--- config.mk ---
export PLATFORM = sky130hd
export DESIGN_NAME = reset_sequencer
export DESIGN_NICKNAME = d
export VERILOG_FILES = /design/src/rtl/reset_seq_pkg.sv /design/src/rtl/button_debounce.sv /design/src/rtl/reset_sequencer.sv
export SDC_FILE = /design/constraint.sdc
export NUM_CORES = 1
export LEC_CHECK = 0
export BUFFER_PORTS_ARGS = -buffer_cell sky130_fd_sc_hd__buf_4
export CORE_AREA = 2 2 75 77
export DETAILED_ROUTE_END_ITERATION = 8
export DIE_AREA = 0 0 77 79
export GPL_ROUTABILITY_DRIVEN = 0
export GPL_TIMING_DRIVEN = 0
export PLACE_DENSITY_LB_ADDON = 0.08
export SLEW_MARGIN = 20
export SYNTH_ARGS = -nofsm -noshare
export SYNTH_HDL_FRONTEND = slang
export SYNTH_SLANG_ARGS = --single-unit
--- constraint.sdc ---
create_clock -name clk -period 2.21 [get_ports clk]
set_input_delay 0.221 -clock clk [delete_from_list [all_inputs] [get_ports clk]]
set_output_delay 0.221 -clock clk [all_outputs]
set_load 0.01 [all_outputs]
--- src/rtl/reset_seq_pkg.sv ---
// Shared types and constants for the SoC reset sequencer.
package reset_seq_pkg;

    typedef enum logic [1:0] {
        S_WAIT_LOCK   = 2'd0,
        S_PERIPH_HOLD = 2'd1,
        S_CPU_HOLD    = 2'd2,
        S_RUN         = 2'd3
    } seq_state_e;

    localparam int CAUSE_W    = 4;
    localparam int CAUSE_BTN  = 0;
    localparam int CAUSE_SW   = 1;
    localparam int CAUSE_WDOG = 2;
    localparam int CAUSE_PLL  = 3;

endpackage

--- src/rtl/button_debounce.sv ---
// Synchronizes and debounces the raw reset button. Emits a one-cycle pulse
// on each debounced press.
module button_debounce #(
    parameter int DEBOUNCE_W = 16
) (
    input  logic clk,
    input  logic reset,
    input  logic button_raw,
    output logic btn_level,
    output logic btn_press
);

    logic                  meta_q;
    logic                  sync_q;
    logic                  level_q;
    logic                  level_d;
    logic                  press_q;
    logic                  press_d;
    logic [DEBOUNCE_W-1:0] cnt_q;
    logic [DEBOUNCE_W-1:0] cnt_d;

    // The counter only runs while the synchronized input disagrees with the
    // accepted level; any agreement restarts the stability window.
    always_comb begin
        cnt_d   = '0;
        level_d = level_q;
        press_d = 1'b0;
        if (sync_q != level_q) begin
            if (&cnt_q) begin
                level_d = sync_q;
                press_d = sync_q;
            end else begin
                cnt_d = cnt_q + DEBOUNCE_W'(1);
            end
        end
    end

    always_ff @(posedge clk) begin
        if (reset) begin
            meta_q  <= 1'b0;
            sync_q  <= 1'b0;
            level_q <= 1'b0;
            press_q <= 1'b0;
            cnt_q   <= '0;
        end else begin
            meta_q  <= button_raw;
            sync_q  <= meta_q;
            level_q <= level_d;
            press_q <= press_d;
            cnt_q   <= cnt_d;
        end
    end

    assign btn_level = level_q;
    assign btn_press = press_q;

endmodule

--- src/rtl/reset_sequencer.sv ---
// SoC reset sequencer: waits for PLL lock, releases peripherals then the CPU,
// and restarts on button, software, watchdog or lock-loss events.
module reset_sequencer
    import reset_seq_pkg::*;
#(
    parameter int HOLD_CYCLES = 64,
    parameter int DEBOUNCE_W  = 16,
    parameter int WDOG_W      = 24
) (
    input  logic               clk,
    input  logic               reset,
    input  logic               button_raw,
    input  logic               pll_lock,
    input  logic               sw_reset_req,
    input  logic               wdog_en,
    input  logic               wdog_kick,
    output logic               periph_reset_n,
    output logic               cpu_reset_n,
    output logic               ready,
    output logic [CAUSE_W-1:0] reset_cause
);

    localparam int HOLD_W = $clog2(HOLD_CYCLES + 1);

    seq_state_e         state_q;
    seq_state_e         state_d;
    logic [HOLD_W-1:0]  hold_cnt_q;
    logic [HOLD_W-1:0]  hold_cnt_d;
    logic [WDOG_W-1:0]  wdog_cnt_q;
    logic [WDOG_W-1:0]  wdog_cnt_d;
    logic [CAUSE_W-1:0] cause_q;
    logic [CAUSE_W-1:0] cause_d;
    logic [CAUSE_W-1:0] run_fire;
    logic [CAUSE_W-1:0] hold_fire;
    logic               periph_q;
    logic               periph_d;
    logic               cpu_q;
    logic               cpu_d;
    logic               lock_meta_q;
    logic               lock_s_q;
    logic               btn_press;
    logic               btn_level_unused;
    logic               hold_done;
    logic               hold_abort;
    logic               wdog_expired;

    button_debounce #(
        .DEBOUNCE_W (DEBOUNCE_W)
    ) u_debounce (
        .clk        (clk),
        .reset      (reset),
        .button_raw (button_raw),
        .btn_level  (btn_level_unused),
        .btn_press  (btn_press)
    );

    assign hold_done    = (hold_cnt_q == HOLD_W'(HOLD_CYCLES - 1));
    assign hold_abort   = btn_press || !lock_s_q;
    // A kick landing on the terminal-count cycle wins over the timeout.
    assign wdog_expired = (state_q == S_RUN) && wdog_en && (&wdog_cnt_q) && !wdog_kick;

    always_comb begin
        run_fire             = '0;
        run_fire[CAUSE_BTN]  = btn_press;
        run_fire[CAUSE_SW]   = sw_reset_req;
        run_fire[CAUSE_WDOG] = wdog_expired;
        run_fire[CAUSE_PLL]  = !lock_s_q;
        hold_fire            = '0;
        hold_fire[CAUSE_BTN] = btn_press;
        hold_fire[CAUSE_PLL] = !lock_s_q;
    end

    // State register.
    always_ff @(posedge clk) begin
        if (reset) begin
            state_q    <= S_WAIT_LOCK;
            hold_cnt_q <= '0;
        end else begin
            state_q    <= state_d;
            hold_cnt_q <= hold_cnt_d;
        end
    end

    // Next-state logic; the hold counter is cleared on every state change.
    always_comb begin
        state_d    = state_q;
        hold_cnt_d = '0;
        case (state_q)
            S_WAIT_LOCK: begin
                if (lock_s_q) state_d = S_PERIPH_HOLD;
            end
            S_PERIPH_HOLD: begin
                if (hold_abort)     state_d = S_WAIT_LOCK;
                else if (hold_done) state_d = S_CPU_HOLD;
                else                hold_cnt_d = hold_cnt_q + HOLD_W'(1);
            end
            S_CPU_HOLD: begin
                if (hold_abort)     state_d = S_WAIT_LOCK;
                else if (hold_done) state_d = S_RUN;
                else                hold_cnt_d = hold_cnt_q + HOLD_W'(1);
            end
            S_RUN: begin
                if (|run_fire) state_d = S_WAIT_LOCK;
            end
            default: state_d = S_WAIT_LOCK;
        endcase
    end

    // Output logic: reset levels follow the next state so they are registered
    // on the same edge as the transition.
    always_comb begin
        periph_d = (state_d == S_CPU_HOLD) || (state_d == S_RUN);
        cpu_d    = (state_d == S_RUN);
        cause_d  = cause_q;
        case (state_q)
            S_RUN: begin
                if (|run_fire) cause_d = run_fire;
            end
            S_PERIPH_HOLD, S_CPU_HOLD: begin
                cause_d = cause_q | hold_fire;
            end
            default: cause_d = cause_q;
        endcase
    end

    always_comb begin
        wdog_cnt_d = '0;
        if ((state_q == S_RUN) && (state_d == S_RUN) && wdog_en && !wdog_kick) begin
            wdog_cnt_d = (&wdog_cnt_q) ? wdog_cnt_q : wdog_cnt_q + WDOG_W'(1);
        end
    end

    always_ff @(posedge clk) begin
        if (reset) begin
            lock_meta_q <= 1'b0;
            lock_s_q    <= 1'b0;
            wdog_cnt_q  <= '0;
            cause_q     <= '0;
            periph_q    <= 1'b0;
            cpu_q       <= 1'b0;
        end else begin
            lock_meta_q <= pll_lock;
            lock_s_q    <= lock_meta_q;
            wdog_cnt_q  <= wdog_cnt_d;
            cause_q     <= cause_d;
            periph_q    <= periph_d;
            cpu_q       <= cpu_d;
        end
    end

    assign periph_reset_n = periph_q;
    assign cpu_reset_n    = cpu_q;
    assign ready          = cpu_q;
    assign reset_cause    = cause_q;

endmodule
==> results of run 1 <==
[flip-flops by register name, summed over array words and instances, names as in the netlist, 2 cells and up]
signal	cells
hold_cnt_q	7
reset_cause	4
state_q	2
u_debounce.cnt_q	16
wdog_cnt_q	24
[cell usage after synthesis, drive strengths merged]
library cell,n,share of area
a21o,1,0.0027
a41oi,1,0.0031
o211a,1,0.0036
mux2i,2,0.0072
xor2,23,0.072
nor3,16,0.029
nor4,5,0.017
a311oi,1,0.0031
nor2b,6,0.013
a31oi,1,0.0022
o311ai,2,0.0090
nand2,22,0.030
o21ai,6,0.011
nand2b,2,0.0045
o32a,1,0.0040
or3,3,0.0085
a211oi,1,0.0027
and3,11,0.025
o31ai,4,0.011
and3b,1,0.0031
dfxtp,61,0.44
nor4b,1,0.0054
inv,10,0.013
ha,8,0.036
and2,1,0.0022
a221oi,1,0.0031
clkbuf,3,0.0040
or2,3,0.0067
a21bo,2,0.0072
a211o,1,0.0031
nor2,47,0.063
nand3,19,0.036
buf,4,0.010
nand4,11,0.027
a21oi,5,0.0090
and4,2,0.0063
xnor2,16,0.050
nand3b,2,0.0099
o311a,2,0.0072
[logic make-up (layout without fill, tap and decap cells)]
family | Yosys count | in the layout | synth area share
muxes | 2 | 2 | 0.007188
and+or+nand+nor | 152 | 152 | 0.2862
buffers and inverters | 17 | 46 | 0.02785
DFF | 61 | 61 | 0.4385
adders and majority gates | 8 | 8 | 0.03594
AOI/OAI and AO/OA | 30 | 30 | 0.08177
xor gates and xnor gates | 39 | 39 | 0.1226
[timing repair]
action / 4_1_cts / 5_1_grt
hold endpoints to repair: 0 / 0
setup endpoints to repair: 5 / 31
gates resized for setup: 3 / 16
pin swaps: 0 / 1
[routing by layer]
layer / part of all wire / vias up / global-route usage / wire length (um)
met3: 0.038 / 12 / 0.05682 / 193
met2: 0.44 / 28 / 0.2825 / 2225
li1: - / 1122 / - / -
met1: 0.50 / 975 / 0.2226 / 2515
met4: 0.021 / 0 / 0.09643 / 104
met5: 0 / - / 0 / 0
[worst max-delay path: cells and delay by family, from the launching register on]
| family | cells | cell delay [ns] |
|---|---|---|
| and+or+nand+nor | 2 | 0.39 |
| DFF | 1 | 0.36 |
| buffers and inverters | 1 | 0.20 |
| adders and majority gates | 1 | 0.23 |
| AOI/OAI and AO/OA | 3 | 0.81 |
[cells in the final DEF, fill, tap and decap left out, types with 2 or more instances in the layout]
cell type / netlist / layout
nor3_1: 16 / 15
or2_2: 3 / 3
clkbuf_4: 0 / 2
and3_1: 11 / 11
xnor2_1: 16 / 16
nand2_1: 22 / 22
o31ai_1: 4 / 2
and4_1: 2 / 2
mux2i_1: 2 / 2
nor4_1: 4 / 3
ha_2: 0 / 5
o21ai_0: 6 / 6
a21oi_1: 5 / 5
nand2b_1: 2 / 2
xor2_1: 23 / 23
clkbuf_1: 3 / 3
clkbuf_8: 0 / 11
nor2_1: 47 / 47
dfxtp_2: 0 / 2
dfxtp_1: 61 / 59
clkinv_2: 0 / 2
nand4_1: 10 / 10
inv_1: 10 / 9
nand3_1: 18 / 18
nor2b_1: 6 / 6
bufinv_16: 0 / 2
a21bo_2: 2 / 2
ha_1: 8 / 3
buf_4: 1 / 14
o31ai_2: 0 / 2
o311a_1: 2 / 2
or3_1: 2 / 2
[final cells by class]
class | count | share of cell area
multi-input cells | 231 | 0.4728
flip-flops and latches | 61 | 0.3750
clock buffers | 12 | 0.04755
repair buffers | 13 | 0.02991
well taps | 72 | 0.02761
clock inverters | 4 | 0.02147
plain buffers | 7 | 0.01419
inverters | 10 | 0.01150
[power groups by stage]
stage | registers, mW | clock network, mW | logic (mW)
2_1_floorplan | 1.14 | 0 | 0.0467
3_3_place_gp | 1.14 | 0 | 0.0732
3_5_place_dp | 1.14 | 0 | 0.0742
4_1_cts | 1.12 | 1.14 | 0.0761
5_1_grt | 1.12 | 1.19 | 0.0872
6_report | 1.12 | 1.11 | 0.0783
[final timing paths]
path | slack (ns) | start | to | cells after the start
min | 0.10 | button_raw | u_debounce.meta_q | 2
min reg2reg | 0.44 | lock_meta_q | lock_s_q | 1
max reg2reg | 0.13 | hold_cnt_q[0] | wdog_cnt_q[3] | 7
max | 0.13 | hold_cnt_q[0] | wdog_cnt_q[3] | 7
==> metrics, run 1 <==
Worst-Margin Slew 0.6792 ns; H-tree depth 3; Layout area overhead 17.16%; pwr dens 706.8 nW/um2; Crit Path Category reg -> reg; clk slew on worst S/H paths 0.07 ns; syn nets 324; Port Buf Inserts 13; CTS tree done; sequential share of the synthesized area 0.4385; Psw 0.4677 mW; post-DR vias/cell 5.212; drt wl/cell 12.29 um; Setup Fix Bufs, Post-CTS 0; ant diodes 0; via count 2,137; Die Wd 77 um; die height 79 um; die area 6083 um2; GR Overflow Total 0; Max-slew headroom 0.5472; max incr delay on CP 0.36 ns; CTS Buf Count 9; final core occ 0.6113; Non-Filler Instances 410; DR pass1 iterations 4; final WL 5.038 mm; clk root buf clkbuf_8; status finished, final reports clean; largest net degree at the start of global routing 11; Hold WS 0.1012 ns; vias in the first global route 1,977; Logic pwr share 0.034; Inst Count DP 394; Initial Utilization 0.5218; final worst-path cycle share 0.9394; storage element area 1224 um2; Yosys cell types 47; CTS Hold Bufs 0; Flop pwr share 0.484; peak supply drop 0.3383 mV; DP HPWL 3.573 mm; Max FO, Critical Path 10; Crit path required time 2.46 ns; endpoints failing hold 0; DP Area 2973 um2; synthesized instance count 309; area of the core 5338 um2; post-route minimum period 2.076 ns; hold crit path type in -> reg; Synth Cell Area 2785 um2; Finished Cell Area 3263 um2; layout cells sized above 1 0.1746; Clock Skews 0.003387 ns; Slowest cell on crit path dfxtp_1; Avg Cell Area, Syn 9.013 um2; I/O pin cnt 14; crit path capture type flip-flop; worst setup margin 0.1339 ns; fill count 483; first-pass GRT wire length 8.666 mm; crit-path cells ha_2 > nand3_4 > o311ai_4 > a41oi_1 > o32a_2 > clkbuf_4 > nor4_2; antenna violations before repair 0; setup TNS 0 ns; Clock Sinks 61; Max Cap Viol 0; RSZ-0062 raised after global routing false; Clock Latency Late Sink 0.33 ns; CP Launch Type flip-flop; yosys warns 0; final setup vio count 0; antenna viol nets, final 0; part of the power in the clock network 0.482; Placement Rows 27; multi-input logic area 1543 um2; GRT Total Usage 0.1802; leakage 1.188 nW; initial drt markers 89; Bufs on Longest Clock Path 2; Pwr Total 2.306 mW; critical path arrival 2.33 ns; max-slew violations 0; Final nets 348; Int Power 1.839 mW; Fmax 481.7 MHz; DP Worst Slack -0.01990 ns; Remaining DRCs 0; Yosys reg bits 61; switch share 0.2028
No activity file was read; power rests on OpenSTA's default activity.
==> run 2: changes to the inputs <==
SETUP_SLACK_MARGIN = 0.5   (was default)
==> metrics, run 2 (same netlist as run 1, synthesis figures left out) <==
peak supply drop 0.3851 mV; switch share 0.2279; drt wl/cell 13.63 um; biggest regs wdog_cnt_q: 24 flops, u_debounce.cnt_q: 16 flops, hold_cnt_q: 7 flops; leakage 1.344 nW; Final nets 367; Initial Utilization 0.5218; first-pass GRT wire length 10.28 mm; Crit Path Category reg -> reg; max-slew violations 0; Logic pwr share 0.050; Placement Rows 27; critical path startpoint hold_cnt_q[0]; Clock Skews 0.009648 ns; die area 6083 um2; RSZ-0062 raised after global routing true; area of the core 5338 um2; multi-input logic area 1784 um2; final WL 5.835 mm; Max-slew headroom 0.7107; part of the power in the clock network 0.417; clk slew on worst S/H paths 0.07 ns; max incr delay on CP 0.37 ns; Port Buf Inserts 13; final setup vio count 0; Clock Latency Late Sink 0.34 ns; final worst-path cycle share 0.8663; Remaining DRCs 0; I/O pin cnt 14; DP HPWL 3.775 mm; vias in the first global route 2,294; ant diodes 0; post-route minimum period 1.915 ns; most frequent cells in the layout dfxtp_1 (43), nor2_1 (39), buf_4 (33), xor2_1 (23), nand2_1 (19); setup TNS 0 ns; CTS tree done; storage element area 1249 um2; largest register by flop count wdog_cnt_q; via count 2,279; antenna violations before repair 0; max FFs per register 24; pwr dens 572.4 nW/um2; Layout area overhead 31.58%; most common cell after layout, fill and taps aside dfxtp_1; CTS Hold Bufs 0; post-DR vias/cell 5.325; Flop pwr share 0.533; clk root buf clkbuf_8; die height 79 um; fill count 446; final core occ 0.6866; GRT Total Usage 0.2147; antenna viol nets, final 0; endpoints failing hold 0; crit-path cells ha_4 > nand3_4 > o311a_1 > a311oi_2 > o32a_2 > nand3b_4 > buf_8 > nor2_1; hold crit path type in -> reg; Worst-Margin Slew 0.4339 ns; H-tree depth 3; DR pass1 iterations 4; Slowest cell on crit path o311a_1; Crit path required time 2.43 ns; Die Wd 77 um; GR Overflow Total 0; Fmax 522.3 MHz; Bufs on Longest Clock Path 2; Worst R2R Start hold_cnt_q[0]; crit path capture type flip-flop; status finished, final reports clean; Int Power 1.620 mW; layout cells sized above 1 0.3596; Max FO, Critical Path 10; CTS Buf Count 9; critical path arrival 2.14 ns; initial drt markers 123; largest net degree at the start of global routing 11; Clock Sinks 61; CP Launch Type flip-flop; Psw 0.4780 mW; Max Cap Viol 0; HP Start pll_lock
[run 2: changes by cell type in the layout (fill, tap and decap cells not counted), moves of 3 or more]
| cell | change |
|---|---|
| nor3_1 | -11 |
| ha_2 | -3 |
| nor2_1 | -8 |
| nand2_1 | -3 |
| and3_1 | -3 |
| nor2_2 | +8 |
| dfxtp_2 | +14 |
| dfxtp_1 | -16 |
| buf_4 | +19 |
| ha_4 | +5 |
| nor3_2 | +10 |
[run 2: metrics by stage]
stage	std cells	total power [mW]	hold slack [ns]	area, um2	setup slack [ns]
2_1_floorplan	309	1.199	0.3492	2944	0.4050
3_3_place_gp	394	1.227	0.4193	3132	0.1521
3_5_place_dp	394	1.228	0.4408	3132	0.1410
4_1_cts	423	2.115	0.08025	3552	0.2980
5_1_grt	428	2.173	0.08386	3665	0.1881
6_report	428	2.098	0.08803	3665	0.2955
[run 2: cell type report]
| class | count | area share |
|---|---|---|
| multi-input combinational | 231 | 0.4869 |
| sequential | 61 | 0.3407 |
| timing repair buffer | 32 | 0.06555 |
| clock buffer | 13 | 0.04336 |
| tap | 72 | 0.02458 |
| buffer | 7 | 0.02253 |
| inverter | 10 | 0.01366 |
| clock inverter | 2 | 0.002731 |
[run 2: timing repair]
action                                  CTS  global route
cloned                                    0             0
pin swaps                                 9             4
hold endpoints to repair                  0             0
endpoints found under the setup margin   41            47
buffers inserted                         14             5
gates resized for setup                  39            19
[run 2: power groups by stage]
stage	logic, mW	registers (mW)	clock network, mW
after detailed placement	0.0868	1.14	0
after CTS	0.101	1.12	0.896
final	0.105	1.12	0.875
after global routing	0.116	1.12	0.938
after global placement	0.0853	1.14	0
after floorplan	0.0569	1.14	0
[run 2: layer usage]
metal | global-route usage | vias up | routed length, um
li1 | - | 1159 | -
met1 | 0.2704 | 1058 | 2874
met2 | 0.3412 | 46 | 2604
met3 | 0.04432 | 16 | 180
met4 | 0.1286 | 0 | 176
met5 | 0 | - | 0
[run 2: worst paths after layout]
path,end,slack (ns),cells past startpoint
setup / recovery,wdog_cnt_q[11],0.30,8
hold / removal,lock_meta_q,0.09,2
setup reg to reg,wdog_cnt_q[11],0.30,8
hold reg to reg,lock_s_q,0.44,1
[run 2: critical path, delay by kind of cell, from the launching register on]
kind                       cells  cell delay [ns]
AOI/OAI and AO/OA              3             0.84
DFF                            1             0.36
and+or+nand+nor                3             0.30
adders and majority gates      1             0.15
buffers and inverters          1             0.14
